$ cat config.mk
export PLATFORM = sky130hd
export DESIGN_NAME = axi_setting_writer
export DESIGN_NICKNAME = d
export VERILOG_FILES = /design/src/rtl/axi_setting_writer_pkg.sv /design/src/rtl/axi_setting_writer.sv
export SDC_FILE = /design/constraint.sdc
export NUM_CORES = 1
export LEC_CHECK = 0
export ABC_AREA = 1
export BUFFER_PORTS_ARGS = -buffer_cell sky130_fd_sc_hd__clkbuf_2
export CELL_PAD_IN_SITES_DETAIL_PLACEMENT = 0
export CELL_PAD_IN_SITES_GLOBAL_PLACEMENT = 1
export CORE_ASPECT_RATIO = 0.6
export CORE_UTILIZATION = 36
export CTS_BUF_LIST = sky130_fd_sc_hd__clkbuf_8 sky130_fd_sc_hd__clkbuf_16
export CTS_CLUSTER_DIAMETER = 150
export DETAILED_ROUTE_END_ITERATION = 12
export PLACE_DENSITY = 0.86
export SKIP_LAST_GASP = 1
export SYNTH_ARGS = -nofsm -noshare
export SYNTH_HDL_FRONTEND = slang
export SYNTH_SLANG_ARGS = --single-unit
export TNS_END_PERCENT = 20
$ cat constraint.sdc
create_clock -name clk -period 5.4 [get_ports clk]
set_input_delay 0.54 -clock clk [delete_from_list [all_inputs] [get_ports clk]]
set_output_delay 0.54 -clock clk [all_outputs]
set_load 0.1 [all_outputs]
$ cat src/rtl/axi_setting_writer_pkg.sv
// Shared types and header field positions for the stream-to-settings-bus writer.
package axi_setting_writer_pkg;

    typedef enum logic [1:0] {
        HDR   = 2'd0,
        DATA  = 2'd1,
        DRAIN = 2'd2
    } state_t;

    localparam int HDR_INC_BIT = 31;
    localparam int HDR_LEN_MSB = 23;
    localparam int HDR_LEN_LSB = 16;

    localparam int GAP_W = 8;
    localparam int ERR_W = 16;

endpackage

$ cat src/rtl/axi_setting_writer.sv
// Consumes AXI-stream command packets (header + N data words) and issues
// settings-bus writes with optional address auto-increment and strobe spacing.
module axi_setting_writer
    import axi_setting_writer_pkg::*;
#(
    parameter int AWIDTH  = 8,
    parameter int STB_GAP = 0
) (
    input  logic              clk,
    input  logic              reset_n,
    input  logic [31:0]       i_tdata,
    input  logic              i_tlast,
    input  logic              i_tvalid,
    output logic              i_tready,
    output logic              set_stb,
    output logic [AWIDTH-1:0] set_addr,
    output logic [31:0]       set_data,
    output logic              busy,
    output logic              err_stb,
    output logic [ERR_W-1:0]  err_cnt
);

    localparam logic [GAP_W-1:0] GAP_LOAD = GAP_W'(STB_GAP);

    state_t            state, state_next;
    logic              run_en;
    logic [AWIDTH-1:0] base;
    logic [7:0]        len;
    logic [7:0]        idx;
    logic              inc;
    logic [GAP_W-1:0]  gap_cnt;
    logic              xfer;
    logic              hdr_fire;
    logic              wr_fire;
    logic              err_fire;
    logic              idx_step;

    always_comb begin
        // NOTE: every signal gets a default first so no path can infer a latch.
        state_next = state;
        i_tready   = 1'b0;
        hdr_fire   = 1'b0;
        wr_fire    = 1'b0;
        err_fire   = 1'b0;
        idx_step   = 1'b0;

        case (state)
            HDR:     i_tready = run_en;
            DATA:    i_tready = run_en && (gap_cnt == '0);
            DRAIN:   i_tready = run_en;
            default: i_tready = 1'b0;
        endcase

        xfer = i_tvalid && i_tready;

        if (xfer) begin
            case (state)
                HDR: begin
                    if (i_tlast) begin
                        err_fire = 1'b1;
                    end else begin
                        hdr_fire   = 1'b1;
                        state_next = DATA;
                    end
                end
                DATA: begin
                    // A word is always written once accepted, even if it ends the packet badly.
                    wr_fire = 1'b1;
                    if (idx == len) begin
                        if (i_tlast) begin
                            state_next = HDR;
                        end else begin
                            err_fire   = 1'b1;
                            state_next = DRAIN;
                        end
                    end else if (i_tlast) begin
                        err_fire   = 1'b1;
                        state_next = HDR;
                    end else begin
                        idx_step = 1'b1;
                    end
                end
                DRAIN: begin
                    if (i_tlast) state_next = HDR;
                end
                default: state_next = HDR;
            endcase
        end
    end

    // run_en keeps i_tready low until the first cycle after reset release.
    always_ff @(posedge clk) begin
        if (!reset_n) begin
            state  <= HDR;
            run_en <= 1'b0;
            busy   <= 1'b0;
        end else begin
            // NOTE: sequential state uses non-blocking assignments so every flop samples pre-edge values.
            state  <= state_next;
            run_en <= 1'b1;
            busy   <= (state_next != HDR);
        end
    end

    always_ff @(posedge clk) begin
        if (!reset_n) begin
            base     <= '0;
            len      <= '0;
            inc      <= 1'b0;
            idx      <= '0;
            set_stb  <= 1'b0;
            set_addr <= '0;
            set_data <= '0;
        end else begin
            set_stb <= wr_fire;
            if (hdr_fire) begin
                base <= i_tdata[AWIDTH-1:0];
                len  <= i_tdata[HDR_LEN_MSB:HDR_LEN_LSB];
                inc  <= i_tdata[HDR_INC_BIT];
                idx  <= '0;
            end else if (idx_step) begin
                idx <= idx + 8'd1;
            end
            if (wr_fire) begin
                // Address wraps modulo 2^AWIDTH by truncation.
                set_addr <= inc ? base + AWIDTH'(idx) : base;
                set_data <= i_tdata;
            end
        end
    end

    always_ff @(posedge clk) begin
        if (!reset_n) begin
            gap_cnt <= '0;
        end else if (wr_fire) begin
            gap_cnt <= GAP_LOAD;
        end else if (gap_cnt != '0) begin
            gap_cnt <= gap_cnt - 1'b1;
        end
    end

    always_ff @(posedge clk) begin
        if (!reset_n) begin
            err_stb <= 1'b0;
            err_cnt <= '0;
        end else begin
            err_stb <= err_fire;
            if (err_fire && (err_cnt != '1)) begin
                err_cnt <= err_cnt + 1'b1;
            end
        end
    end

endmodule

==> results of run 1 <==
-- worst max-delay path: stages (launching register included) --
cell and delay [ps]:
sky130_fd_sc_hd__dfxtp_1 490, sky130_fd_sc_hd__xnor2_1 150, sky130_fd_sc_hd__nand2_1 70, sky130_fd_sc_hd__nor2_1 120, sky130_fd_sc_hd__nand2_1 80, sky130_fd_sc_hd__ha_1 270, sky130_fd_sc_hd__o21ai_0 130, sky130_fd_sc_hd__nor2_2 590
sky130_fd_sc_hd__nand4_2 500, sky130_fd_sc_hd__nand2_1 190, sky130_fd_sc_hd__a21oi_1 80
-- worst min path at each step --
stage	endpoint	slack (ps)	cells after the start	startpoint
2_1_floorplan	gap_cnt[0]$_SDFFE_PP0P_	440	2	gap_cnt[0]$_SDFFE_PP0P_
3_3_place_gp	set_data[12]$_SDFFE_PN0P_	430	2	set_data[12]$_SDFFE_PN0P_
3_5_place_dp	set_data[23]$_SDFFE_PN0P_	430	2	set_data[23]$_SDFFE_PN0P_
4_1_cts	set_data[30]$_SDFFE_PN0P_	380	3	i_tdata[30]
5_1_grt	set_data[10]$_SDFFE_PN0P_	400	3	i_tdata[10]
6_report	set_data[15]$_SDFFE_PN0P_	390	3	i_tdata[15]
-- layout make-up --
class / count / area share (%)
Timing Repair Buffer: 96 / 8.888
Inverter: 45 / 3.108
Sequential cell: 95 / 35.00
Clock buffer: 9 / 4.145
Multi-Input combinational cell: 485 / 44.12
Clock inverter: 7 / 0.9440
Tap cell: 165 / 3.799
-- metrics by stage --
stage	cell area [um2]	util, %	hold slack [ps]
after floorplan	4656	-	436.9
after global placement	5157	41.81	426.4
after detailed placement	5157	41.81	433.1
after CTS	5434	44.06	380.6
after global routing	5434	44.06	402.3
final	5434	44.06	391.2
-- cells by family after synthesis --
logic type	synth area share [%]
AOI/OAI and AO/OA	5.617
and+or+nand+nor	37.70
adders and majority gates	3.655
xor gates and xnor gates	4.515
DFF	40.85
buffers and inverters	7.659
-- routing by layer --
layer / global-route usage, % / vias up / share of wire, %
li1: - / 2236 / -
met1: 25.77 / 1952 / 53
met2: 25.55 / 89 / 42
met3: 4.213 / 15 / 4.4
met4: 4.677 / 0 / 1.2
met5: 0 / - / 0
-- cells in the final DEF, fill, tap and decap left out, types with 2 or more instances in the layout --
| cell | netlist | final |
|---|---|---|
| sky130_fd_sc_hd__xnor2_1 | 14 | 14 |
| sky130_fd_sc_hd__nor2_4 | 2 | 2 |
| sky130_fd_sc_hd__inv_1 | 44 | 45 |
| sky130_fd_sc_hd__nand3_1 | 32 | 32 |
| sky130_fd_sc_hd__nor2_1 | 60 | 60 |
| sky130_fd_sc_hd__nand3_4 | 2 | 2 |
| sky130_fd_sc_hd__o22ai_1 | 2 | 2 |
| sky130_fd_sc_hd__dfxtp_1 | 95 | 95 |
| sky130_fd_sc_hd__nand2_2 | 2 | 2 |
| sky130_fd_sc_hd__nand2_1 | 254 | 254 |
| sky130_fd_sc_hd__clkinvlp_4 | 0 | 4 |
| sky130_fd_sc_hd__o21ai_0 | 7 | 7 |
| sky130_fd_sc_hd__ha_1 | 12 | 12 |
| sky130_fd_sc_hd__clkbuf_16 | 0 | 9 |
| sky130_fd_sc_hd__clkinv_4 | 0 | 2 |
| sky130_fd_sc_hd__nand4_2 | 2 | 2 |
| sky130_fd_sc_hd__clkbuf_2 | 1 | 95 |
| sky130_fd_sc_hd__a21oi_1 | 37 | 37 |
| sky130_fd_sc_hd__nand4_1 | 32 | 32 |
| sky130_fd_sc_hd__xor2_1 | 10 | 10 |
| sky130_fd_sc_hd__nor2_2 | 5 | 5 |
-- report_power, final --
part | total (mW) | switching (mW) | internal (mW)
Combinational | 0.346 | 0.237 | 0.109
Clock | 0.590 | 0.278 | 0.312
Sequential | 0.776 | 0.0333 | 0.743
Total | 1.71 | 0.548 | 1.16
-- flip-flops by register name, summed over array words and instances, names as in the netlist --
name / flops
set_stb: 1
run_en: 1
base: 8
inc: 1
busy: 1
set_data: 32
gap_cnt: 8
state: 2
set_addr: 8
idx: 8
err_stb: 1
err_cnt: 16
len: 8
==> metrics.log, run 1 <==
[metrics] number of warnings reported in the yosys synthesis log: 0
[metrics] Max Clk Rate: 0.3583 GHz
[metrics] endpoint of the worst-slack reg-to-reg timing path: err_cnt[4]$_SDFFE_PN0P_
[metrics] Root Buffer Master: sky130_fd_sc_hd__clkbuf_16
[metrics] Via-to-Cell Ratio: 4.758
[metrics] net count after synthesis: 699
[metrics] dominant cells by area after synthesis: sky130_fd_sc_hd__dfxtp_1, sky130_fd_sc_hd__nand2_1, sky130_fd_sc_hd__nor2_1, sky130_fd_sc_hd__nand4_1, sky130_fd_sc_hd__a21oi_1
[metrics] transition time at the pin with the least slew margin: 823.3 ps
[metrics] number of diodes: 0
[metrics] Crit Reg-Reg Startpoint: idx[2]$_SDFFE_PP0P_
[metrics] netlist area before placement: 4656 um2
[metrics] IR drop worst, VDD: 161.5 uV
[metrics] status: completed
[metrics] ratio of final minimum period to clock period: 51.69%
[metrics] critical path peak fanout: 17
[metrics] number of synthesized flops with an enable pin: 0
[metrics] required time of the worst setup path: 5620 ps
[metrics] number of max-cap violations: 0
[metrics] post-synthesis to final-layout area growth: 16.72%
[metrics] Detailed Route WL: 11.22 mm
[metrics] wire length of the first global-routing pass: 19.07 mm
[metrics] detailed-placement wirelength estimate: 8.343 mm
[metrics] headroom to the max-slew limit: 44.99%
[metrics] number of gates resized after cts: 0
[metrics] Fin Clk Skew: 7.820 ps
[metrics] depth of the worst register-to-register path: 10
[metrics] power per unit of standard cell area: 315.2 nW/um2
[metrics] residual overflow from global routing: 0
[metrics] pin count of the biggest net entering global routing: 42
[metrics] setup bufs post-CTS: 0
[metrics] clock buffer depth: 2
[metrics] Leak Pwr: 2.577 nW
[metrics] number of buffer cells added on primary ports: 95
[metrics] critical path startpoint category: flop
[metrics] main flop type after synthesis: sky130_fd_sc_hd__dfxtp_1
[metrics] TritonCTS clock tree: done
[metrics] initial cell density of the core: 37.75%
[metrics] CORE AREA: 12330 um2
[metrics] die outline area: 13410 um2
[metrics] DR vias: 4292
[metrics] top-count cell post-synth: sky130_fd_sc_hd__nand2_1
[metrics] y dimension of the die: 90.09 um
[metrics] distinct cell type count after synthesis: 35
[metrics] drt first-iter violations: 380
[metrics] classification of the worst setup path: flop to flop
[metrics] die extent in x: 148.8 um
[metrics] ranking of synthesized cells by instance count: sky130_fd_sc_hd__nand2_1, sky130_fd_sc_hd__dfxtp_1, sky130_fd_sc_hd__nor2_1
[metrics] non-filler cells in the finished layout: 902
[metrics] clock-pin slew on the worst setup and hold paths: 70 ps
[metrics] cell type with the highest aggregate area in the netlist: sky130_fd_sc_hd__dfxtp_1
[metrics] Final Net Count: 781
[metrics] Reg area: 1902 um2
[metrics] crit path time final: 2791 ps
[metrics] number of search-and-repair iterations in the first detailed-routing pass: 4
[metrics] final count of pins violating max slew: 0
[metrics] number of hold buffers added after cts: 0
[metrics] Crit. End Element: flop
[metrics] Worst-Skew Late Latency: 350 ps
[metrics] Syn Area/Cell: 7.163 um2
[metrics] capturing instance or port of the critical path: err_cnt[4]$_SDFFE_PN0P_
[metrics] CTS Buf Count: 9
[metrics] Synth async-reset ratio: 0%
[metrics] fraction of layout instances using a drive strength above 1: 17.77%
[metrics] r2r setup slk: 2610 ps
[metrics] Hold Violations, Final: 0
[metrics] Placer Congestion: 0.8413
[metrics] Final Worst Setup Slack: 2609 ps
[metrics] Finish-stage setup viols: 0
[metrics] Site Rows: 31
[metrics] average wire per standard cell: 12.44 um
[metrics] Total Power: 1.713 mW
[metrics] worst path arrival time: 3010 ps
[metrics] total negative setup slack: 0 ps
[metrics] H-Tree Level Count: 3
[metrics] number of global-route vias before repair: 3916
[metrics] detailed-route DRC error count: 0
[metrics] Post-Synthesis Cells: 650
[metrics] class of the most critical hold timing path: input pin to flop
[metrics] placed insts: 886
[metrics] Filler cells: 1264
[metrics] CTS sink count: 95
[metrics] area share of the leading cell type in the synthesized netlist: 40.85%
[metrics] number of top-level design ports: 96
[metrics] antenna violations before repair: 0
[metrics] global-route usage over all layers: 17.64%
[metrics] unrepaired setup endpoints after global routing: no
[metrics] Critical Path Source: idx[2]$_SDFFE_PP0P_
[metrics] area occupied by multi-input gates: 2397 um2
[metrics] post-place setup slack: 2672 ps
[metrics] FF+latch count, synth: 95
[metrics] fraction of the yosys area taken by sequential cells: 40.85%
[metrics] antenna violation net count after detailed routing: 0
Power figures use the tool's default switching activity.
==> run 2, diff against run 1 <==
Clock period 5.4 ns to 2.7 ns, I/O delays scaled along.
==> metrics.log, run 2 (synthesis gave the netlist of run 1 again) <==
[metrics] max reg flops: 32 (unchanged)
[metrics] number of max-cap violations: 0 (unchanged)
[metrics] combinational power share: 19.5% (was 20.2%)
[metrics] die outline area: 13410 um2 (unchanged)
[metrics] Final Worst Setup Slack: 444.8 ps (was 2609 ps)
[metrics] initial cell density of the core: 37.75% (unchanged)
[metrics] drt first-iter violations: 311 (was 380)
[metrics] antenna violations before repair: 0 (unchanged)
[metrics] final count of pins violating max slew: 0 (unchanged)
[metrics] number of hold buffers added after cts: 0 (unchanged)
[metrics] number of buffer cells added on primary ports: 95 (unchanged)
[metrics] total negative setup slack: 0 ps (unchanged)
[metrics] detailed-route DRC error count: 0 (unchanged)
[metrics] setup bufs post-CTS: 0 (unchanged)
[metrics] most common cell after layout, fill and taps aside: sky130_fd_sc_hd__nand2_1 (unchanged)
[metrics] net switching power: 1.113 mW (was 0.5484 mW)
[metrics] biggest regs: set_data (32), err_cnt (16) (unchanged)
[metrics] critical path startpoint category: flop (unchanged)
[metrics] worst path arrival time: 1990 ps (was 3010 ps)
[metrics] Hold Violations, Final: 0 (unchanged)
[metrics] clock buffer depth: 2 (unchanged)
[metrics] status: completed (unchanged)
[metrics] number of search-and-repair iterations in the first detailed-routing pass: 5 (was 4)
[metrics] leading cell types in the layout, fill and taps excluded: sky130_fd_sc_hd__nand2_1, sky130_fd_sc_hd__dfxtp_1, sky130_fd_sc_hd__clkbuf_2, sky130_fd_sc_hd__nor2_1, sky130_fd_sc_hd__inv_1 (unchanged)
[metrics] Placer Congestion: 0.8404 (was 0.8413)
[metrics] antenna violation net count after detailed routing: 0 (unchanged)
[metrics] Site Rows: 31 (unchanged)
[metrics] required time of the worst setup path: 2430 ps (was 5620 ps)
[metrics] post-place setup slack: 484.9 ps (was 2672 ps)
[metrics] unrepaired setup endpoints after global routing: no (unchanged)
[metrics] ratio of final minimum period to clock period: 83.53%
[metrics] Int Pwr: 2.527 mW (was 1.164 mW)
[metrics] average wire per standard cell: 12.75 um (was 12.44 um)
[metrics] Crit. End Element: output pin (was flop)
[metrics] detailed-placement wirelength estimate: 8.521 mm (was 8.343 mm)
[metrics] transition time at the pin with the least slew margin: 558.7 ps (was 823.3 ps)
[metrics] CTS Buf Count: 9 (unchanged)
[metrics] IR drop worst, VDD: 318.1 uV (was 161.5 uV)
[metrics] DR vias: 4378 (was 4292)
[metrics] Via-to-Cell Ratio: 4.816 (was 4.758)
[metrics] fraction of layout instances using a drive strength above 1: 18.68% (was 17.77%)
[metrics] Worst-Skew Late Latency: 350 ps (about the same)
[metrics] Seq pwr share: 42.7% (was 45.3%)
[metrics] classification of the worst setup path: flop to output pin (was flop to flop)
[metrics] switching part of the total: 30.58% (was 32.02%)
[metrics] clock-pin slew on the worst setup and hold paths: 70 ps (about the same)
[metrics] TritonCTS clock tree: done (unchanged)
[metrics] Finish-stage setup viols: 0 (unchanged)
[metrics] H-Tree Level Count: 3 (unchanged)
[metrics] die extent in x: 148.8 um (unchanged)
[metrics] headroom to the max-slew limit: 62.91% (was 44.99%)
[metrics] Final Net Count: 789 (was 781)
[metrics] CTS sink count: 95 (unchanged)
[metrics] non-filler cells in the finished layout: 909 (was 902)
[metrics] power per unit of standard cell area: 657.6 nW/um2 (was 315.2 nW/um2)
[metrics] pin count of the biggest net entering global routing: 42 (unchanged)
[metrics] wire length of the first global-routing pass: 19.58 mm (was 19.07 mm)
[metrics] residual overflow from global routing: 0 (unchanged)
[metrics] global-route usage over all layers: 18.13% (was 17.64%)
[metrics] number of diodes: 0 (unchanged)
[metrics] Max Clk Rate: 0.4434 GHz
[metrics] placement-stage cell area: 5218 um2 (was 5157 um2)
[metrics] y dimension of the die: 90.09 um (unchanged)
[metrics] number of gates resized after cts: 0 (unchanged)
[metrics] number of global-route vias before repair: 4023 (was 3916)
[metrics] Clk network pwr share: 37.8% (was 34.4%)
[metrics] critical path peak fanout: 14 (was 17)
[metrics] register with the most flip-flops: set_data (unchanged)
[metrics] Root Buffer Master: sky130_fd_sc_hd__clkbuf_16 (unchanged)
[metrics] post-synthesis to final-layout area growth: 18.89% (was 16.72%)
[metrics] crit path time final: 2255 ps
[metrics] Hold WS: 114.5 ps (was 391.2 ps)
[metrics] post-route cell area: 5535 um2 (was 5434 um2)
[metrics] class of the most critical hold timing path: input pin to flop (unchanged)
[metrics] number of top-level design ports: 96 (unchanged)
[metrics] Detailed Route WL: 11.59 mm (was 11.22 mm)
[metrics] placed insts: 894 (was 886)
[metrics] Leak Pwr: 2.639 nW (was 2.577 nW)
[metrics] CORE AREA: 12330 um2 (unchanged)
[metrics] Fin Clk Skew: 8.070 ps (was 7.820 ps)
[run 2: cell types whose count changed in the layout (fill, tap and decap cells not counted), sizes merged]
cell	change
buf	+8
bufinv	+2
clkinv	-2
clkinvlp	-2
inv	+1
[run 2: cell type report]
type                            count  area (um2)
Inverter                           45       168.9
Fill cell                        1262        6799
Timing Repair Buffer              104       543.0
Clock inverter                      6       92.59
Sequential cell                    95        1902
Clock buffer                        9       225.2
Tap cell                          165       206.4
Multi-Input combinational cell    485        2397
[run 2: final timing paths]
path / startpoint / cells past startpoint / endpoint / slack (ps)
worst max register to register: idx[6]$_SDFFE_PP0P_ / 12 / err_cnt[9]$_SDFFE_PN0P_ / 460
worst min register to register: set_data[9]$_SDFFE_PN0P_ / 2 / set_data[9]$_SDFFE_PN0P_ / 450
worst max-delay path: state[0]$_SDFF_PN0_ / 4 / i_tready / 440
worst min-delay path: i_tdata[15] / 3 / set_data[15]$_SDFFE_PN0P_ / 110
[run 2: power groups by stage]
stage	Combinational (mW)	Sequential, mW	Clock (mW)
2_1_floorplan	0.480	1.67	0
3_3_place_gp	0.696	1.58	0
3_5_place_dp	0.708	1.58	0
4_1_cts	0.709	1.55	1.40
5_1_grt	0.791	1.57	1.46
6_report	0.709	1.55	1.38
[run 2: critical path: stages (launching register included)]
cell                       delay, ps
sky130_fd_sc_hd__dfxtp_1         310
sky130_fd_sc_hd__inv_1           380
sky130_fd_sc_hd__nand2_1         250
sky130_fd_sc_hd__nand2_4         200
sky130_fd_sc_hd__clkbuf_2        490
[run 2: metal layers]
| layer | vias up | global-route usage [%] | routed length, um |
|---|---|---|---|
| met3 | 10 | 4.822 | 643 |
| met4 | 0 | 3.316 | 85 |
| met1 | 2003 | 26.50 | 6036 |
| li1 | 2254 | - | - |
| met2 | 111 | 26.56 | 4828 |
| met5 | - | 0 | 0 |
[run 2: per-stage QoR]
stage                     power [mW]  utilization [%]
after global placement         2.277            42.30
after global routing           3.815            44.88
final                          3.640            44.88
after floorplan                2.151                -
after detailed placement       2.292            42.30
after CTS                      3.664            44.88
==> run 3, diff against run 2 <==
Settings changed: CORE_UTILIZATION 36 to 35, PLACE_DENSITY 0.86 to 0.87.
Clock period 2.7 ns to 1.9 ns, I/O delays scaled along.
==> metrics.log, run 3 (synthesis gave the netlist of run 1 again) <==
[metrics] status: completed (unchanged)
[metrics] critical path startpoint category: flop (unchanged)
[metrics] Worst-Skew Late Latency: 340 ps (was 350 ps)
[metrics] post-synthesis to final-layout area growth: 27.90% (was 18.89%)
[metrics] Hold Violations, Final: 0 (unchanged)
[metrics] worst path arrival time: 2110 ps (was 1990 ps)
[metrics] max reg flops: 32 (unchanged)
[metrics] DR vias: 4377 (was 4378)
[metrics] wire length of the first global-routing pass: 19.14 mm (was 19.58 mm)
[metrics] die outline area: 13780 um2 (was 13410 um2)
[metrics] biggest regs: set_data (32), err_cnt (16) (unchanged)
[metrics] TritonCTS clock tree: done (unchanged)
[metrics] detailed-placement wirelength estimate: 8.534 mm (was 8.521 mm)
[metrics] Max Clk Rate: 0.5319 GHz
[metrics] H-Tree Level Count: 3 (unchanged)
[metrics] antenna violation net count after detailed routing: 0 (unchanged)
[metrics] most common cell after layout, fill and taps aside: sky130_fd_sc_hd__nand2_1 (unchanged)
[metrics] CTS sink count: 95 (unchanged)
[metrics] number of global-route vias before repair: 3774 (was 4023)
[metrics] Finish-stage setup viols: 0 (unchanged)
[metrics] placed insts: 921 (was 894)
[metrics] final count of pins violating max slew: 0 (unchanged)
[metrics] residual overflow from global routing: 0 (unchanged)
[metrics] critical path's slowest cell: sky130_fd_sc_hd__dfxtp_2 (was sky130_fd_sc_hd__clkbuf_2)
[metrics] antenna violations before repair: 0 (unchanged)
[metrics] number of buffer cells added on primary ports: 95 (unchanged)
[metrics] number of hold buffers added after cts: 0 (unchanged)
[metrics] leading cell types in the layout, fill and taps excluded: sky130_fd_sc_hd__nand2_1, sky130_fd_sc_hd__clkbuf_2, sky130_fd_sc_hd__dfxtp_1, sky130_fd_sc_hd__nor2_1, sky130_fd_sc_hd__inv_1 (was sky130_fd_sc_hd__nand2_1, sky130_fd_sc_hd__dfxtp_1, sky130_fd_sc_hd__clkbuf_2, sky130_fd_sc_hd__nor2_1, sky130_fd_sc_hd__inv_1)
[metrics] number of search-and-repair iterations in the first detailed-routing pass: 5 (unchanged)
[metrics] IR drop worst, VDD: 483.5 uV (was 318.1 uV)
[metrics] initial cell density of the core: 36.11% (was 37.75%)
[metrics] CP bufs+invs: 2 (unchanged)
[metrics] non-filler cells in the finished layout: 945 (was 909)
[metrics] pin count of the biggest net entering global routing: 41 (was 42)
[metrics] Detailed Route WL: 12.04 mm (was 11.59 mm)
[metrics] CTS Buf Count: 9 (unchanged)
[metrics] register with the most flip-flops: set_data (unchanged)
[metrics] crit path time final: 1880 ps
[metrics] average wire per standard cell: 12.74 um (was 12.75 um)
[metrics] power per unit of standard cell area: 848.7 nW/um2 (was 657.6 nW/um2)
[metrics] Hold WS: 39.06 ps (was 114.5 ps)
[metrics] delay contributed by the slowest stage of the critical path: 340 ps (was 490 ps)
[metrics] number of top-level design ports: 96 (unchanged)
[metrics] headroom to the max-slew limit: 62.29% (was 62.91%)
[metrics] die extent in x: 150.9 um (was 148.8 um)
[metrics] crit path cell chain: xnor2_2 > nand2_1 > nor2_2 > nand2_2 > ha_4 > o21ai_4 > nor2_4 > buf_4 > clkbuf_16 > nand4_1 > nand2_1 > nor2_1 (was inv_1 > nand2_1 > nand2_4 > clkbuf_2)
[metrics] drt first-iter violations: 242 (was 311)
[metrics] ratio of final minimum period to clock period: 98.96%
[metrics] fraction of layout instances using a drive strength above 1: 27.87% (was 18.68%)
[metrics] class of the most critical hold timing path: input pin to flop (unchanged)
[metrics] CORE AREA: 12890 um2 (was 12330 um2)
[metrics] number of diodes: 0 (unchanged)
[metrics] Placer Congestion: 0.8257 (was 0.8404)
[metrics] Final Net Count: 819 (was 789)
[metrics] transition time at the pin with the least slew margin: 568.0 ps (was 558.7 ps)
[metrics] post-route cell area: 5954 um2 (was 5535 um2)
[metrics] Fin Clk Skew: 9.992 ps (was 8.070 ps)
[metrics] Site Rows: 32 (was 31)
[metrics] classification of the worst setup path: flop to flop (was flop to output pin)
[metrics] required time of the worst setup path: 2130 ps (was 2430 ps)
[metrics] placement-stage cell area: 5475 um2 (was 5218 um2)
[metrics] most repeated library cell on the critical path: sky130_fd_sc_hd__nand2_1
[metrics] post-place setup slack: -171.9 ps (was 484.9 ps)
[metrics] Root Buffer Master: sky130_fd_sc_hd__clkbuf_16 (unchanged)
[metrics] cell family contributing the most delay on the critical path: simple AND/OR/NAND/NOR gates (was buffers and inverters)
[metrics] Leak Pwr: 2.830 nW (was 2.639 nW)
[metrics] number of max-cap violations: 0 (unchanged)
[metrics] critical path peak fanout: 7 (was 14)
[metrics] detailed-route DRC error count: 0 (unchanged)
[metrics] Final Worst Setup Slack: 19.84 ps (was 444.8 ps)
[metrics] Via-to-Cell Ratio: 4.632 (was 4.816)
[metrics] core utilization of the finished layout: 46.19% (was 44.88%)
[metrics] clock-pin slew on the worst setup and hold paths: 70 ps (about the same)
[metrics] global-route usage over all layers: 17.55% (was 18.13%)
[metrics] unrepaired setup endpoints after global routing: yes (was no)
[metrics] y dimension of the die: 91.34 um (was 90.09 um)
[metrics] clock buffer depth: 2 (unchanged)
[metrics] Crit. End Element: flop (was output pin)
## run 3: worst paths after layout
| kind | from | end | slack (ps) | cells past startpoint |
|---|---|---|---|---|
| min | i_tdata[24] | set_data[24]$_SDFFE_PN0P_ | 40 | 3 |
| max reg2reg | idx[5]$_SDFFE_PP0P_ | err_cnt[12]$_SDFFE_PN0P_ | 20 | 12 |
| min reg2reg | set_data[12]$_SDFFE_PN0P_ | set_data[12]$_SDFFE_PN0P_ | 440 | 2 |
| max | idx[5]$_SDFFE_PP0P_ | err_cnt[12]$_SDFFE_PN0P_ | 20 | 12 |
## run 3: stage by stage
step	power, mW	setup TNS [ps]
after CTS	5.030	-3.294
after global routing	5.365	-1003
after detailed placement	3.304	-2146
after floorplan	3.060	0
after global placement	3.299	-1139
final	5.054	0
## run 3: worst register-to-register path, delay by kind of cell, from the launching register on
family / cells / cell delay [ps]
adders and majority gates: 1 / 280
xor gates and xnor gates: 1 / 160
buffers and inverters: 2 / 320
DFF: 1 / 340
and+or+nand+nor: 7 / 640
AOI/OAI and AO/OA: 1 / 60
## run 3: per-layer routing
metal	track usage (%)	wire, um	part of all wire [%]	up-vias
li1	-	-	-	2324
met1	28.23	6613	55	1960
met2	22.13	4608	38	87
met3	4.271	726	6.0	6
met4	4.500	92	0.76	0
met5	0	0	0	-
## run 3: what timing repair did
item / 4_1_cts / 5_1_grt
resized for setup: 1 / 32
pin swaps: 2 / 12
endpoints found under the setup margin: 16 / 19
gates cloned: 0 / 2
buffers inserted: 1 / 5
## run 3: cell type report
| cell class | count | area, um2 |
|---|---|---|
| Fill cell | 1322 | 6938 |
| Multi-Input combinational cell | 486 | 2515 |
| Sequential cell | 95 | 1949 |
| Timing Repair Buffer | 133 | 833.3 |
| Clock buffer | 9 | 225.2 |
| Tap cell | 170 | 212.7 |
| Inverter | 45 | 168.9 |
| Clock inverter | 7 | 50.05 |
## run 3: power by group
group	leakage [nW]	internal (mW)	switching, mW
Clock	0.138	0.891	0.782
Combinational	1.91	0.442	0.738
Sequential	0.786	2.11	0.0907
Total	2.83	3.44	1.61
